$ cat config.mk
export PLATFORM = sky130hd
export DESIGN_NAME = ssd_scan_reader
export DESIGN_NICKNAME = d
export VERILOG_FILES = /design/src/rtl/ssd_pkg.sv /design/src/rtl/ssd_pattern_decode.sv /design/src/rtl/ssd_scan_reader.sv
export SDC_FILE = /design/constraint.sdc
export NUM_CORES = 1
export LEC_CHECK = 0
export ABC_AREA = 1
export CAP_MARGIN = 20
export CORE_MARGIN = 4
export CORE_UTILIZATION = 40
export CTS_CLUSTER_DIAMETER = 150
export DETAILED_ROUTE_END_ITERATION = 8
export GPL_TIMING_DRIVEN = 0
export PLACE_DENSITY = 0.57
export SLEW_MARGIN = 20
export SYNTH_ARGS = -nofsm -noshare
export SYNTH_HDL_FRONTEND = slang
export SYNTH_HIERARCHICAL = 1
export SYNTH_SLANG_ARGS = --single-unit
export TNS_END_PERCENT = 5
$ cat constraint.sdc
create_clock -name clk -period 2.51 [get_ports clk]
set_input_delay 0.502 -clock clk [delete_from_list [all_inputs] [get_ports clk]]
set_output_delay 0.502 -clock clk [all_outputs]
set_load 0.005 [all_outputs]
$ cat src/rtl/ssd_pkg.sv
// Shared seven-segment definitions: digit geometry, hex segment codes,
// scan-reader FSM encoding and snapshot layout. Used by driver and reader.
package ssd_pkg;

  localparam int SEG_W = 7;
  localparam int DIG_N = 4;

  // Segment codes for hex digits 0..F, bit order gfedcba (bit0 = a).
  localparam logic [SEG_W-1:0] SEG_CODE [16] = '{
    7'h3F, 7'h06, 7'h5B, 7'h4F, 7'h66, 7'h6D, 7'h7D, 7'h07,
    7'h7F, 7'h6F, 7'h77, 7'h7C, 7'h39, 7'h5E, 7'h79, 7'h71
  };

  typedef enum logic {
    TRACK = 1'b0,
    HOLD  = 1'b1
  } scan_state_e;

  // One registered sample of the display bus, polarity already normalised.
  typedef struct packed {
    logic [DIG_N-1:0] dig;
    logic             dp;
    logic [SEG_W-1:0] seg;
  } snap_t;

endpackage

$ cat src/rtl/ssd_pattern_decode.sv
// Combinational seven-segment pattern to hex nibble decoder.
// hit is low for any pattern that is not one of the 16 hex glyphs.
module ssd_pattern_decode
  import ssd_pkg::*;
(
  input  logic [SEG_W-1:0] pattern,
  output logic [3:0]       nibble,
  output logic             hit
);

  // Search the code table for an exact match.
  always_comb begin
    // NOTE: defaults assigned first so every path drives both outputs (no latch).
    nibble = '0;
    hit    = 1'b0;
    for (int i = 0; i < 16; i++) begin
      if (pattern == SEG_CODE[i]) begin
        nibble = 4'(i);
        hit    = 1'b1;
      end
    end
  end

endmodule

$ cat src/rtl/ssd_scan_reader.sv
// Seven-segment scan reader: samples a multiplexed 4-digit display bus,
// accepts each pattern once it has been stable for STABLE_CYCLES edges,
// decodes it and assembles a 16-bit word plus per-digit dp flags.
module ssd_scan_reader
  import ssd_pkg::*;
#(
  parameter int unsigned STABLE_CYCLES  = 4,
  parameter bit          SEG_ACTIVE_LOW = 1'b0
) (
  input  logic                 clk,
  input  logic                 rst,
  input  logic [SEG_W-1:0]     seg_in,
  input  logic                 dp_in,
  input  logic [DIG_N-1:0]     dig_en,
  output logic [4*DIG_N-1:0]   value,
  output logic [DIG_N-1:0]     dp_out,
  output logic                 valid,
  output logic                 decode_err,
  output logic [DIG_N-1:0]     digit_seen
);

  localparam logic [7:0] ACCEPT_CNT = 8'(STABLE_CYCLES - 1);

  snap_t               snap_in;
  snap_t               snap;
  logic                changed;
  logic [7:0]          stable_cnt;
  scan_state_e         state;
  scan_state_e         state_d;
  logic                accept;
  logic [3:0]          nibble;
  logic                hit;
  logic                dig_any;
  logic                dig_onehot;
  logic [1:0]          dig_idx;
  logic                do_write;
  logic                err_d;
  logic                word_done;
  logic [DIG_N-1:0]    seen_d;
  logic [4*DIG_N-1:0]  shadow_val;
  logic [4*DIG_N-1:0]  shadow_val_d;
  logic [DIG_N-1:0]    shadow_dp;
  logic [DIG_N-1:0]    shadow_dp_d;

  // Segment/dp polarity is normalised on the way into the snapshot.
  assign snap_in = '{dig: dig_en,
                     dp:  dp_in ^ SEG_ACTIVE_LOW,
                     seg: seg_in ^ {SEG_W{SEG_ACTIVE_LOW}}};
  assign changed = (snap_in != snap);

  // Snapshot register and saturating stability counter.
  always_ff @(posedge clk or posedge rst) begin
    if (rst) begin
      snap       <= '0;
      stable_cnt <= '0;
    end else begin
      // NOTE: non-blocking so every register samples pre-edge values.
      snap <= snap_in;
      if (changed)
        stable_cnt <= '0;
      else if (stable_cnt != 8'hFF)
        stable_cnt <= stable_cnt + 8'd1;
    end
  end

  // FSM state register.
  always_ff @(posedge clk or posedge rst) begin
    if (rst) state <= TRACK;
    else     state <= state_d;
  end

  // Next state: one accept per stable period; any change rearms tracking.
  always_comb begin
    state_d = state;
    accept  = 1'b0;
    if (state == TRACK && stable_cnt == ACCEPT_CNT) begin
      accept  = 1'b1;
      state_d = HOLD;
    end
    if (changed) state_d = TRACK;
  end

  ssd_pattern_decode u_decode (
    .pattern (snap.seg),
    .nibble  (nibble),
    .hit     (hit)
  );

  // Classify the digit enable and find the selected slot.
  always_comb begin
    dig_any    = |snap.dig;
    dig_onehot = dig_any && ((snap.dig & (snap.dig - 4'd1)) == '0);
    dig_idx    = '0;
    for (int i = 0; i < DIG_N; i++) begin
      if (snap.dig[i]) dig_idx = 2'(i);
    end
  end

  // Work out the shadow write, error pulse and word completion for this edge.
  always_comb begin
    do_write     = accept && dig_onehot && hit;
    err_d        = accept && dig_any && !(dig_onehot && hit);
    shadow_val_d = shadow_val;
    shadow_dp_d  = shadow_dp;
    seen_d       = digit_seen;
    if (do_write) begin
      shadow_val_d[{dig_idx, 2'b00} +: 4] = nibble;
      shadow_dp_d[dig_idx]                = snap.dp;
      seen_d                              = digit_seen | snap.dig;
    end
    word_done = do_write && (&seen_d);
  end

  // Shadow slots, output word and status pulses.
  always_ff @(posedge clk or posedge rst) begin
    if (rst) begin
      // NOTE: shadow slots are reset too, so no partial word outlives rst.
      shadow_val <= '0;
      shadow_dp  <= '0;
      value      <= '0;
      dp_out     <= '0;
      valid      <= 1'b0;
      decode_err <= 1'b0;
      digit_seen <= '0;
    end else begin
      shadow_val <= shadow_val_d;
      shadow_dp  <= shadow_dp_d;
      valid      <= word_done;
      decode_err <= err_d;
      if (word_done) begin
        value      <= shadow_val_d;
        dp_out     <= shadow_dp_d;
        digit_seen <= '0;
      end else begin
        digit_seen <= seen_d;
      end
    end
  end

endmodule
# Word level (Yosys, flattened, before mapping)
# Cells that the tools add are included.
[classes]
n_shift = 2
bitwise = 3
n_addsub = 3
muxes = 47
magnitude_cmp = 2
n_div = 0
eq_ne = 19
mul = 0
n_reduce_logical = 15
[op_table]
columns = ["cell", "n"]
rows = [
  ["$eq 7x7->1 const B", 12],
  ["$mux 4", 11],
  ["$mux 1", 22],
  ["$bwmux 16", 1],
  ["$mux 16", 1],
  ["$mux 8", 2],
  ["$shift 4x6->16 const A", 1],
  ["$shiftx 4x6->16", 1],
  ["$eq 7x3->1 const B", 2],
  ["$eq 7x6->1 const B", 2],
  ["$mux 3", 4],
  ["$ne 12x12->1", 1],
  ["$logic_and 1x1->1", 9],
  ["$add 8x1->8 const B", 1],
  ["$eq 8x2->1 const B", 1],
  ["$mux 2", 4],
  ["$ne 8x8->1 const B", 1],
  ["$neg 4->6", 1],
  ["$and 4x4->4", 1],
  ["$bwmux 4", 1],
  ["$logic_not 4->1", 1],
  ["$or 4x4->4", 1],
  ["$reduce_and 4->1", 1],
  ["$reduce_bool 2->1", 2],
  ["7 further kinds", 7],
]
[totals]
latch_bits = 0
mem_count = 0
output_inout_bits = 26
romBits = 0
mem_bits_rw = 0
inputBits = 14
reg_bits = 67

# Longest topological paths before layout
[depth]
ltp_word = 22
mapped_depth = 18
ltp_nobuf = 17

# Hierarchy
# Netlist, hierarchy kept.
[modules_own_cells]
columns = ["mod", "seq_area_each_um2", "instances", "cells_per_inst", "area_per_inst_um2"]
rows = [
  ["ssd_scan_reader", 1676.6, 1, 328, 3135.5],
  ["ssd_pattern_decode", 0.0, 1, 62, 285.3],
]

# Least setup slack after synthesis
# OpenSTA, ideal clock, no wires.
[synth_path]
kind = "register -> register"
startpoint = "register snap[1] (netlist bit)"
endpoint = "register dp_out[0]"
setup_time_ns = 0.116
arrival_ns = 1.897
setup_slack_ns = 0.497
path_stages_with_launch = 16
required_ns = 2.394
n_path_buf = 1
synth_period_minus_slack_ns = 2.013
cell_sequence = "dfrtp_1 inv_1 nand2_1 nor3_1 nor2_2 nand2_1 nor2_2 nand3_1 nand3_1 nor2_4 nand3_1 nand2_1 nand4_2 buf_2 nand2_1 nand2_1"
[synth_between]
elab_chain_cells = 21
[synth_rtl]
columns = ["element", "line_no", "text"]
rows = [
  ["start: declaration", "ssd_scan_reader.sv:25", "snap_t snap;"],
  ["start signal: assignment", "ssd_scan_reader.sv:58", "snap <= snap_in;"],
  ["$eq 7x6->1", "ssd_pattern_decode.sv:17", "if (pattern == SEG_CODE[i]) begin"],
  ["$mux 1 (15 in a row)", "ssd_pattern_decode.sv:17", ""],
  ["$mux 1 (*)", "ssd_pattern_decode.sv:17", ""],
  ["via hit", "ssd_scan_reader.sv:32", "logic hit;"],
  ["$logic_and 1x1->1 (*)", "ssd_scan_reader.sv:101", "do_write = accept && dig_onehot && hit;"],
  ["$mux 4", "ssd_scan_reader.sv:106", "if (do_write) begin"],
  ["$reduce_and 4->1", "ssd_scan_reader.sv:111", "word_done = do_write && (&seen_d);"],
  ["$logic_and 1x1->1", "ssd_scan_reader.sv:111", ""],
  ["end signal: assignment", "ssd_scan_reader.sv:132", "dp_out <= shadow_dp_d;"],
  ["end: declaration", "ssd_scan_reader.sv:16", "output logic [DIG_N-1:0] dp_out,"],
]
# The timed path passes the listed nets; every way through them passes the cells marked *.
# A chain may end at the register's enable or synchronous reset.

# Final worst setup path
[layout_path]
startpoint = "register snap[6] (netlist bit)"
endpoint = "register dp_out[3]"
# The elaborated chain is that of the path after synthesis.

==> results.txt <==
Status = completed
Clk Tree Root Cell = clkbuf_8
#FFs+latches synth = 67
WL/cell = 12.9 um
Drt drc = 0
Clk pin slew, worst setup/hold paths = 80 ps
GP Congestion = 0.887
Initial antenna violation count = 0
Filler cells = 828
Max cap viols = 0
Sw power = 0.507 mW
Post-route non-filler standard cell count = 551
Clk_lat worst skew = 340 ps
Seq/Total Area, Yosys = 49.0%
Worst clock skew = 12.2 ps
Mapped Area = 3420 um2
Syn avg cell area = 8.77 um2
Clock power share = 40.7%
P_leak = 2.01 nW
# placed instances = 535
Clock Tree Buf Depth = 2
Area Overhead vs Synth = 22.2%
GRT overflow = 0
Overall Global Routing Usage = 15.6%
Clock sinks = 67
Maximum VDD drop = 220 uV
Via count = 2634
Power after layout = 2.11 mW
Final setup violation count = 0
Logic gate share of total power = 6.8%
HPWL after detailed placement = 5230 um
Hold/Removal Path Class = in2async
Max Clock Freq = 443 MHz
Initial Util = 41.4%
Final wirelength = 7080 um
Post-synthesis cell count = 390
Worst slew pin tran = 359 ps
CTS tree = built
Drt via density = 4.78
Crit Path Class = reg2reg
Yosys warns = 6
Final Hold Fails = 0
Die area = 10100 um2
Largest net degree at the start of global routing = 56
Die Ht = 100 um
Unrepaired setup endpoints after global routing = no
Top-Level Pins = 40
First-pass GRT wire length = 12500 um
Syn nets = 411
Pwr per Cell Area = 504 nW/um2
Slew margin rel. = 76.1%
Max H-tree Level = 3
PortBufs = 39
Core footprint = 8260 um2
Setup_tns = 0 ps
Synth cell types = 31
Vias in the first global route = 2668
Worst setup EP type = flip-flop
Critical Path Fanout Max = 10
Period Utilization, post-route = 89.9%
Max-slew violations = 0
Initial drt markers = 52
Required @ worst endpoint = 2740 ps
Pre-antenna DRT Iters = 4
CTS Buf Count = 9
Fin crit period = 2260 ps
Net count, final = 462
Sw frac = 24.1%
Post CTS Setup Buffer Count = 0
Standard-cell rows = 33
CP startpoint kind = flip-flop
Arrival @ worst endpoint = 2480 ps
Antenna-violating nets left = 0
Sequential share of power = 52.5%
Internal = 1.60 mW
Die X-Extent = 100 um
Number of diodes = 0
Share of layout cells above drive strength 1 = 16.8%
## cell usage in the layout, fill, tap and decap left out, types with 4 or more instances in the layout
cell	count
clkdlybuf4s50_1	39
nand3_4	4
o21ai_2	17
nor2_1	30
nand2_2	8
nor3_1	6
clkbuf_8	9
dfrtp_1	67
nand3_1	54
nand2_1	101
inv_2	8
ha_1	7
nor2_4	5
xnor2_1	10
nor2_2	5
inv_1	30
nand4_1	9
## cell families (layout without fill, tap and decap cells)
kind of cell / Yosys count / in the layout / share of synthesized area, %
XOR/XNOR: 13 / 13 / 3.33
buffers and inverters: 47 / 103 / 5.96
AO/OA/AOI/OAI: 31 / 31 / 7.50
AND/OR/NAND/NOR: 225 / 225 / 31.6
flip-flops: 67 / 67 / 49.0
adder cells (fa/ha/maj): 7 / 7 / 2.56
## through the flow
| stage | hold WS, ps | setup slack (ps) | cell area (um2) | utilization [%] |
|---|---|---|---|---|
| 6_report | 427 | 254 | 4180 | 50.6 |
| 5_1_grt | 422 | 21.0 | 4180 | 50.6 |
| 4_1_cts | 417 | 156 | 4160 | 50.3 |
| 3_5_place_dp | 456 | 172 | 3970 | 48.1 |
| 3_3_place_gp | 455 | -917 | 3940 | 47.7 |
| 2_1_floorplan | 444 | 325 | 3420 | - |
## final timing paths
| path | depth (start not counted) | start | to | slack, ps |
|---|---|---|---|---|
| max in group asynchronous | 3 | rst | snap[0]$_DFF_PP0_ | 1560 |
| min reg2reg | 2 | value[4]$_DFFE_PP0P_ | value[4]$_DFFE_PP0P_ | 470 |
| max | 14 | snap[6]$_DFF_PP0_ | dp_out[3]$_DFFE_PP0P_ | 250 |
| min | 2 | rst | stable_cnt[6]$_DFFE_PP0P_ | 430 |
| max reg2reg | 14 | snap[6]$_DFF_PP0_ | dp_out[3]$_DFFE_PP0P_ | 250 |
| min in group clk | 2 | value[4]$_DFFE_PP0P_ | value[4]$_DFFE_PP0P_ | 470 |
## timing repair
item                                    4_1_cts  5_1_grt
endpoints found under the setup margin        0       20
resized for setup                             0        8
hold buffers                                  0        0
## per-layer routing
metal | global-route usage, % | up-vias | wire length, um
li1 | - | 1371 | -
met1 | 22.0 | 1203 | 3580
met2 | 23.1 | 48 | 3120
met3 | 3.11 | 12 | 240
met4 | 7.25 | 0 | 146
met5 | 0 | - | 0
## area by class of cell
type | instances | area [um2] | share of cell area [%]
inverter | 39 | 149 | 3.56
sequential | 67 | 1680 | 40.1
multi-input combinational | 276 | 1560 | 37.3
clock buffer | 11 | 131 | 3.14
clock inverter | 5 | 53.8 | 1.29
buffer | 8 | 62.6 | 1.50
timing repair buffer | 40 | 418 | 10.0
tap | 105 | 131 | 3.14
## critical path, stage by stage (launching register included)
cell and delay, ps:
dfrtp_1 440, nand2_1 150, nor2_4 150, nand4_1 160
nand2_1 130, nor2_2 40, nand3_1 60, nand3_1 120
nor2_4 160, nand2_2 100, a21oi_4 170, nand4_2 130
clkbuf_4 210, nand2_1 80, nand2_1 40
## cell usage after synthesis (all sizes together)
| library cell | instances | area, um2 |
|---|---|---|
| nor3b | 1 | 12.5 |
| nand4 | 10 | 68.8 |
| nor2 | 40 | 198 |
| xor2 | 3 | 26.3 |
| clkbuf | 1 | 3.75 |
| inv | 39 | 146 |
| ha | 7 | 87.6 |
| o21bai | 1 | 7.51 |
| buf | 7 | 53.8 |
| a211oi | 2 | 15.0 |
| nand2 | 109 | 427 |
| o211a | 2 | 20.0 |
| o31ai | 2 | 15.0 |
| xnor2 | 10 | 87.6 |
| o21ai | 19 | 159 |
| a21oi | 5 | 40.0 |
| nor3 | 6 | 30.0 |
| nand3 | 58 | 340 |
| dfrtp | 67 | 1680 |
| nor4 | 1 | 6.26 |
## registers in the layout (all words and copies together) (netlist names)
register,cells
decode_err,1
digit_seen,4
dp_out,4
shadow_dp,4
shadow_val,16
snap,12
stable_cnt,8
state,1
valid,1
value,16
## power groups by stage
stage	combinational, mW	sequential, mW	clock [mW]
detailed placement	0.145	1.13	0
finish	0.143	1.11	0.858
CTS	0.145	1.11	0.891
floorplan	0.0924	1.12	0
global route	0.162	1.11	0.942
global placement	0.136	1.13	0
(Power assumes the default switching activity.)
